## config.mk

```make
export PLATFORM = sky130hd
export DESIGN_NAME = vga_fb_arbiter
export DESIGN_NICKNAME = d
export VERILOG_FILES = /design/src/rtl/vga_fb_arbiter.sv
export SDC_FILE = /design/constraint.sdc
export NUM_CORES = 1
export LEC_CHECK = 0
export ABC_CLOCK_PERIOD_IN_PS = 1750
export CAP_MARGIN = 10
export CELL_PAD_IN_SITES_DETAIL_PLACEMENT = 0
export CELL_PAD_IN_SITES_GLOBAL_PLACEMENT = 1
export CORE_ASPECT_RATIO = 0.6
export CORE_UTILIZATION = 34
export CTS_BUF_LIST = sky130_fd_sc_hd__clkbuf_4
export CTS_CLUSTER_SIZE = 10
export DETAILED_ROUTE_END_ITERATION = 16
export PLACE_DENSITY = 0.77
export SYNTH_ARGS = -nofsm -noshare
export SYNTH_HDL_FRONTEND = slang
export SYNTH_SLANG_ARGS = --single-unit
```

## constraint.sdc

```tcl
create_clock -name clk -period 1.75 [get_ports clk]
set_clock_uncertainty 0.05 [all_clocks]
set_input_delay 0.35 -clock clk [delete_from_list [all_inputs] [get_ports clk]]
set_output_delay 0.35 -clock clk [all_outputs]
set_load 0.01 [all_outputs]
```

## src/rtl/vga_fb_arbiter.sv

```systemverilog
// vga_fb_arbiter: shares one single-port frame-buffer RAM between display scan-out and a writer port
module vga_fb_arbiter #(
    parameter int FB_W        = 160,
    parameter int FB_H        = 120,
    parameter int SCALE_SHIFT = 2,
    parameter int ADDR_W      = 15,
    parameter int DATA_W      = 6
) (
    input  logic              clk,
    input  logic              reset,
    input  logic              h_display,
    input  logic              v_display,
    input  logic              h_sync_in,
    input  logic              v_sync_in,
    input  logic              wr_valid,
    input  logic [ADDR_W-1:0] wr_addr,
    input  logic [DATA_W-1:0] wr_data,
    output logic              wr_ready,
    output logic [ADDR_W-1:0] mem_addr,
    output logic              mem_we,
    output logic [DATA_W-1:0] mem_wdata,
    input  logic [DATA_W-1:0] mem_rdata,
    output logic [DATA_W-1:0] pixel,
    output logic              pixel_valid,
    output logic              h_sync_out,
    output logic              v_sync_out,
    output logic              wr_oob
);
    localparam int XW = $clog2(FB_W << SCALE_SHIFT);
    localparam logic [XW-1:0]     X_MAX    = XW'((FB_W << SCALE_SHIFT) - 1);
    localparam logic [ADDR_W:0]   FB_SIZE  = (ADDR_W+1)'(FB_W * FB_H);
    localparam logic [ADDR_W-1:0] ROW_MAX  = ADDR_W'((FB_H - 1) * FB_W);
    localparam logic [ADDR_W-1:0] ROW_STEP = ADDR_W'(FB_W);

    typedef enum logic [1:0] {IDLE, READ, WRITE} state_t;

    state_t                 state;
    logic                   we_ok;
    logic                   disp;
    logic                   in_range;
    logic                   h_prev;
    logic                   v_prev;
    logic                   line_end;
    logic                   frame_end;
    logic [XW-1:0]          x;
    logic [SCALE_SHIFT-1:0] sub;
    logic [ADDR_W-1:0]      row_base;
    logic [2:0]             disp_pipe;
    logic [2:0]             hs_pipe;
    logic [2:0]             vs_pipe;

    assign disp        = h_display & v_display;
    assign wr_ready    = ~reset & ~disp;
    assign in_range    = {1'b0, wr_addr} < FB_SIZE;
    assign line_end    = h_prev & ~h_display & v_display;
    assign frame_end   = v_prev & ~v_display;
    assign mem_we      = (state == WRITE) & we_ok;
    assign pixel_valid = disp_pipe[2];
    assign h_sync_out  = hs_pipe[2];
    assign v_sync_out  = vs_pipe[2];

    // Access FSM: one RAM operation per cycle, display reads always win over the writer
    always_ff @(posedge clk) begin
        if (reset) begin
            state     <= IDLE;
            we_ok     <= 1'b0;
            mem_addr  <= '0;
            mem_wdata <= '0;
            wr_oob    <= 1'b0;
        end else begin
            state <= disp ? READ : wr_valid ? WRITE : IDLE;
            we_ok <= ~disp & wr_valid & in_range;
            if (disp)
                mem_addr <= row_base + ADDR_W'(x >> SCALE_SHIFT);
            else if (wr_valid) begin
                mem_addr  <= wr_addr;
                mem_wdata <= wr_data;
            end
            if (~disp & wr_valid & ~in_range)
                wr_oob <= 1'b1;
        end
    end

    // Scan counters: column, sub-line and row base; frame end outranks line end
    always_ff @(posedge clk) begin
        if (reset) begin
            h_prev   <= 1'b0;
            v_prev   <= 1'b0;
            x        <= '0;
            sub      <= '0;
            row_base <= '0;
        end else begin
            h_prev <= h_display;
            v_prev <= v_display;
            if (frame_end) begin
                x        <= '0;
                sub      <= '0;
                row_base <= '0;
            end else if (line_end) begin
                x   <= '0;
                sub <= sub + 1'b1;
                if (&sub && row_base != ROW_MAX)
                    row_base <= row_base + ROW_STEP;
            end else if (disp && x != X_MAX)
                x <= x + 1'b1;
        end
    end

    // Output pipeline: window and syncs delayed to line up with the returned pixel
    always_ff @(posedge clk) begin
        if (reset) begin
            disp_pipe <= '0;
            hs_pipe   <= '1;
            vs_pipe   <= '1;
            pixel     <= '0;
        end else begin
            disp_pipe <= {disp_pipe[1:0], disp};
            hs_pipe   <= {hs_pipe[1:0], h_sync_in};
            vs_pipe   <= {vs_pipe[1:0], v_sync_in};
            pixel     <= disp_pipe[1] ? mem_rdata : '0;
        end
    end
endmodule

```

==> results of run 1 <==
-- power by group --
| part | leakage (nW) | internal (mW) | switching [mW] | total [mW] |
|---|---|---|---|---|
| combinational | 1.19 | 0.202 | 0.151 | 0.353 |
| clock | 0.0859 | 0.601 | 0.491 | 1.09 |
| sequential | 0.517 | 1.48 | 0.0206 | 1.50 |
-- registers in the layout (all words and copies together) (netlist names) --
signal	cells
state	1
we_ok	1
wr_oob	1
pixel	6
disp_pipe	3
row_base	10
hs_pipe	3
x	10
mem_wdata	6
h_prev	1
mem_addr	15
sub	2
vs_pipe	3
v_prev	1
-- metrics by stage --
step | total power [mW] | cells | utilization (%) | TNS [ps] | setup WS (ps)
2_1_floorplan | 1.68 | 291 | - | 0 | 79.7
3_3_place_gp | 1.89 | 482 | 49.6 | -4290 | -281
3_5_place_dp | 1.90 | 482 | 49.6 | -4710 | -294
4_1_cts | 3.00 | 498 | 51.7 | 0 | 3.20
5_1_grt | 3.09 | 498 | 52.8 | -20.1 | -11.6
6_report | 2.95 | 498 | 52.8 | 0 | 42.2
-- worst paths after layout --
kind	from	to	slack [ps]	cells after the start
setup / recovery	h_display	wr_ready	40	4
hold / removal	vs_pipe[1]	vs_pipe[2]	370	1
setup reg to reg	x[9]	mem_addr[13]	50	5
hold reg to reg	vs_pipe[1]	vs_pipe[2]	370	1
-- what timing repair did --
item | CTS | global route
endpoints found under the setup margin | 3 | 22
resized for setup | 5 | 27
pin swaps | 1 | 2
-- cell families (layout without fill, tap and decap cells) --
group	after synthesis	in the layout	share of synthesized area, %
AOI/OAI and AO/OA	52	52	11.6
buffers and inverters	19	122	2.88
and+or+nand+nor	113	113	22.0
adders and majority gates	7	7	3.53
muxes	17	17	6.56
xor gates and xnor gates	20	20	6.51
DFF	63	63	46.9
-- layout make-up --
| cell class | count | area, sq um |
|---|---|---|
| Inverter | 6 | 22.5 |
| Sequential cell | 63 | 1270 |
| Multi-Input combinational cell | 209 | 1390 |
| Clock buffer | 11 | 82.6 |
| Tap cell | 104 | 130 |
| Clock inverter | 5 | 72.6 |
| Timing Repair Buffer | 100 | 971 |
| Fill cell | 736 | 3510 |
-- per-layer routing --
metal	global-route usage, %	vias to the layer above	part of all wire [%]
li1	-	1210	-
met1	26.4	1056	55
met2	23.3	57	39
met3	6.26	4	5.9
met4	4.64	0	0.42
met5	0	-	0
-- critical path: cells and delay by family --
kind	cells	cell delay (ps)
buf+inv	2	760
simple gates	2	210
-- placed cells by master, fill, tap and decap left out, drive strengths merged, types with 11 or more instances in the layout --
| master | netlist | final |
|---|---|---|
| a21oi | 22 | 22 |
| buf | 5 | 34 |
| clkbuf | 8 | 11 |
| clkdlybuf4s50 | 0 | 46 |
| dfxtp | 63 | 63 |
| dlymetal6s2s | 0 | 18 |
| mux2i | 12 | 12 |
| nand2 | 25 | 25 |
| nor2 | 34 | 34 |
| o21ai | 11 | 11 |
| xnor2 | 12 | 12 |
==> impl_metrics.env, run 1 <==
export IMPL_post_dp_cell_area_sq_um=3690
export IMPL_yosys_area_top_type_share_pct=46.9
export IMPL_portBuffers=66
export IMPL_grt_first_pass_wirelength_microns=10900
export IMPL_rsz0062_at_grt="true"
export IMPL_core_sq_um=7450
export IMPL_critPathKind="in2out"
export IMPL_hpwl_microns=5340
export IMPL_synth_flop_cell="dfxtp_1"
export IMPL_synth_most_common_cell="dfxtp_1"
export IMPL_syn_avg_cell_area_sq_um=9.24
export IMPL_critPathArrivalTime_ps=1310
export IMPL_cts_root_buf="clkbuf_4"
export IMPL_whs_ps=367
export IMPL_core_rowCount=24
export IMPL_seq_area_frac_synth_pct=46.9
export IMPL_grt_max_degree=31
export IMPL_critical_path_cell_chain="clkdlybuf4s50_1 > and2_4 > nor2_1 > dlygate4sd2_1"
export IMPL_relSlewSlack_pct=64.2
export IMPL_ctsHoldBuffers=0
export IMPL_clock_latency_ps=400
export IMPL_tightestPinTransition_ps=533
export IMPL_synthesis_nets=332
export IMPL_synth_edff_count=0
export IMPL_clock_sinks=63
export IMPL_drt_vias_per_instance=4.67
export IMPL_clkSlewWorstSetupHoldPaths_ps=100
export IMPL_start_util_pct=36.1
export IMPL_synth_async_reset_ratio_pct=0
export IMPL_fmax_mhz=586
export IMPL_num_vias=2327
export IMPL_drive_gt1_share_pct=18.0
export IMPL_status="complete, no violations"
export IMPL_fin_nets=430
export IMPL_slowest_stage="clkdlybuf4s50_1"
export IMPL_drv_slew=0
export IMPL_synth_area_leader_cell="dfxtp_1"
export IMPL_max_stage_delay_ps=480
export IMPL_cts_tree="yes"
export IMPL_first_iter_violations=89
export IMPL_grt_usage_pct=17.6
export IMPL_drcViolationCount=0
export IMPL_hold_violations=0
export IMPL_ir_drop_mv=0.553
export IMPL_die_w_microns=117
export IMPL_critPathLaunchType="input port"
export IMPL_wl_per_cell_microns=13.9
export IMPL_diodes=0
export IMPL_synth_area_leaders="dfxtp_1 (47%), nor2_1 (4.7%), mux2i_1 (4.5%)"
export IMPL_drv_cap=0
export IMPL_dr_pass1_iters=4
export IMPL_power_density_nw_per_um2=750
export IMPL_fin_area_sq_um=3930
export IMPL_finalSetupViolCount=0
export IMPL_end_kind="output port"
export IMPL_ctsHtreeMaxLevel=3
export IMPL_synth_common_cells="dfxtp_1 (63), nor2_1 (34), nand2_1 (25), a21oi_1 (22)"
export IMPL_overflow=0
export IMPL_finalCriticalPeriod_ps=1710
export IMPL_post_route_period_util_pct=97.6
export IMPL_cts_setup_buffers=0
export IMPL_yosysUniqueCellTypes=41
export IMPL_die_area_sq_um=8280
export IMPL_cts_buffer_depth=2
export IMPL_ys_ff_latch=63
export IMPL_ant_nets=0
export IMPL_antenna_found_initial=0
export IMPL_ys_warn_count=0
export IMPL_grt_pass1_vias=2171
export IMPL_power_leakage_nw=1.80
export IMPL_area_growth_pct=46.2
export IMPL_die_height_microns=70.9
export IMPL_numCtsBuffers=9
export IMPL_cp_max_fo=2
export IMPL_synth_cells=291
export IMPL_crit_required_ps=1350
export IMPL_syn_area_sq_um=2690
export IMPL_ios=67
export IMPL_wl_microns=6920
export IMPL_hold_path_class="reg2reg"
export IMPL_gp_congestion=0.824
No activity file was read; power rests on OpenSTA's default activity.
==> inputs of run 2 (changes only) <==
--- a/config.mk
+++ b/config.mk
@@ -9,12 +9,12 @@
 export CAP_MARGIN = 10
 export CELL_PAD_IN_SITES_DETAIL_PLACEMENT = 0
 export CELL_PAD_IN_SITES_GLOBAL_PLACEMENT = 1
-export CORE_ASPECT_RATIO = 0.6
+export CORE_ASPECT_RATIO = 1.4
 export CORE_UTILIZATION = 34
 export CTS_BUF_LIST = sky130_fd_sc_hd__clkbuf_4
 export CTS_CLUSTER_SIZE = 10
 export DETAILED_ROUTE_END_ITERATION = 16
-export PLACE_DENSITY = 0.77
+export PLACE_DENSITY = 0.75
 export SYNTH_ARGS = -nofsm -noshare
 export SYNTH_HDL_FRONTEND = slang
 export SYNTH_SLANG_ARGS = --single-unit
==> impl_metrics.env, run 2 (synthesis results as in run 1) <==
export IMPL_cts_setup_buffers=0
export IMPL_status="complete, no violations"
export IMPL_antenna_found_initial=0
export IMPL_drcViolationCount=0
export IMPL_p_int_mw=2.27
export IMPL_seqPwrFrac_pct=51.3
export IMPL_end_kind="output port"
export IMPL_drv_slew=0
export IMPL_critPathArrivalTime_ps=1310
export IMPL_start_util_pct=34.9
export IMPL_grt_usage_pct=15.9
export IMPL_critPathKind="in2out"
export IMPL_ctsHoldBuffers=0
export IMPL_critPathLaunchType="input port"
export IMPL_num_fill_cells=756
export IMPL_die_area_sq_um=8280
export IMPL_power_leakage_nw=1.75
export IMPL_crit_required_ps=1350
export IMPL_fmax_mhz=584
export IMPL_clkSlewWorstSetupHoldPaths_ps=100
export IMPL_hpwl_microns=4660
export IMPL_crit_path_start="v_display"
export IMPL_top_register="mem_addr"
export IMPL_largestRegisters="mem_addr x15, row_base x10, x x10"
export IMPL_cts_buffer_depth=2
export IMPL_area_growth_pct=45.6
export IMPL_mostFrequentLayoutCell="dfxtp_1"
export IMPL_clock_sinks=63
export IMPL_die_w_microns=77.2
export IMPL_worstReg2RegStart="row_base[5]"
export IMPL_cts_root_buf="clkbuf_4"
export IMPL_ir_drop_mv=0.326
export IMPL_ios=67
export IMPL_power_density_nw_per_um2=749
export IMPL_power_frac_comb_pct=11.9
export IMPL_layout_common_cells="dfxtp_1 (59), clkdlybuf4s50_1 (45), nor2_1 (34), buf_4 (31), nand2_1 (24)"
export IMPL_finalSetupViolCount=0
export IMPL_grt_pass1_vias=2253
export IMPL_finalCriticalPeriod_ps=1710
export IMPL_drt_vias_per_instance=4.69
export IMPL_core_rowCount=38
export IMPL_numCtsBuffers=9
export IMPL_sw_frac_of_total_pct=22.7
export IMPL_core_sq_um=7700
export IMPL_cts_tree="yes"
export IMPL_portBuffers=66
export IMPL_diodes=0
export IMPL_post_route_period_util_pct=97.8
export IMPL_overflow=0
export IMPL_die_height_microns=107
export IMPL_final_cells=491
export IMPL_grt_first_pass_wirelength_microns=10100
export IMPL_wl_microns=6210
export IMPL_ctsHtreeMaxLevel=3
export IMPL_clock_power_share_pct=36.8
export IMPL_min_delay_start="hs_pipe[0]"
export IMPL_hold_path_class="reg2reg"
export IMPL_wl_per_cell_microns=12.6
export IMPL_fin_nets=428
export IMPL_tns_ps=0
export IMPL_drv_cap=0
export IMPL_relSlewSlack_pct=73.8
export IMPL_drive_gt1_share_pct=19.2
export IMPL_grt_max_degree=16
export IMPL_ant_nets=0
export IMPL_clock_latency_ps=410
export IMPL_dp_cells=476
export IMPL_gp_congestion=0.780
export IMPL_rsz0062_at_grt="true"
export IMPL_hold_violations=0
export IMPL_num_vias=2305
export IMPL_cp_max_fo=2
export IMPL_p_switching_uw=666
export IMPL_dr_pass1_iters=4
export IMPL_largest_reg_flops=15
export IMPL_first_iter_violations=61
export IMPL_tightestPinTransition_ps=388
run 2: layout make-up:
cell class                 instances  area, sq um  area share (%)
clock buffer                      10         75.1            1.92
clock inverter                     5         73.8            1.88
inverter                           6         22.5           0.575
multi-input combinational        209         1400            35.8
sequential                        63         1270            32.3
tap                              100          125            3.19
timing repair buffer              98          950            24.2
run 2: path summary, 6_finish.rpt:
path | end | slack, ps | depth (start not counted)
hold / removal | hs_pipe[1] | 370 | 1
setup reg to reg | mem_addr[13] | 90 | 6
hold reg to reg | hs_pipe[1] | 370 | 1
setup / recovery | wr_ready | 40 | 4
run 2: layer usage:
layer  share of wire [%]  vias to the layer above  GRT usage (%)  wire [microns]
met3                 5.0                        7           5.28             308
li1                    -                     1201              -               -
met5                   0                        -              0               0
met1                  43                     1043           17.2            2680
met4                 1.8                        0           8.09             110
met2                  50                       54           27.4            3100
run 2: what timing repair did:
action	in CTS	in global routing
gates cloned	0	0
gates resized for setup	9	30
endpoints found under the setup margin	6	26
pin swaps	1	1
run 2: critical path, cell delays in order:
cell and delay (ps):
clkdlybuf4s50_1 440, and2_4 170, nor2_1 110, clkdlybuf4s15_2 240
run 2: power groups by stage:
| stage | clock, mW | sequential (mW) | combinational, mW |
|---|---|---|---|
| 2_1_floorplan | 0 | 1.56 | 0.126 |
| 6_report | 1.08 | 1.50 | 0.350 |
| 3_5_place_dp | 0 | 1.54 | 0.361 |
| 3_3_place_gp | 0 | 1.54 | 0.359 |
| 5_1_grt | 1.17 | 1.51 | 0.379 |
| 4_1_cts | 1.13 | 1.51 | 0.361 |
run 2: per-stage QoR:
stage                     instance area (sq um)  hold slack (ps)  worst slack [ps]  total power, mW  util, %
after detailed placement                   3670              350              -359             1.90     47.7
after global routing                       3920              383             -34.6             3.06     50.8
after floorplan                            2690              339              79.7             1.68        -
after CTS                                  3830              376              7.11             2.99     49.7
final                                      3920              370              37.7             2.93     50.8
after global placement                     3670              346              -345             1.90     47.7
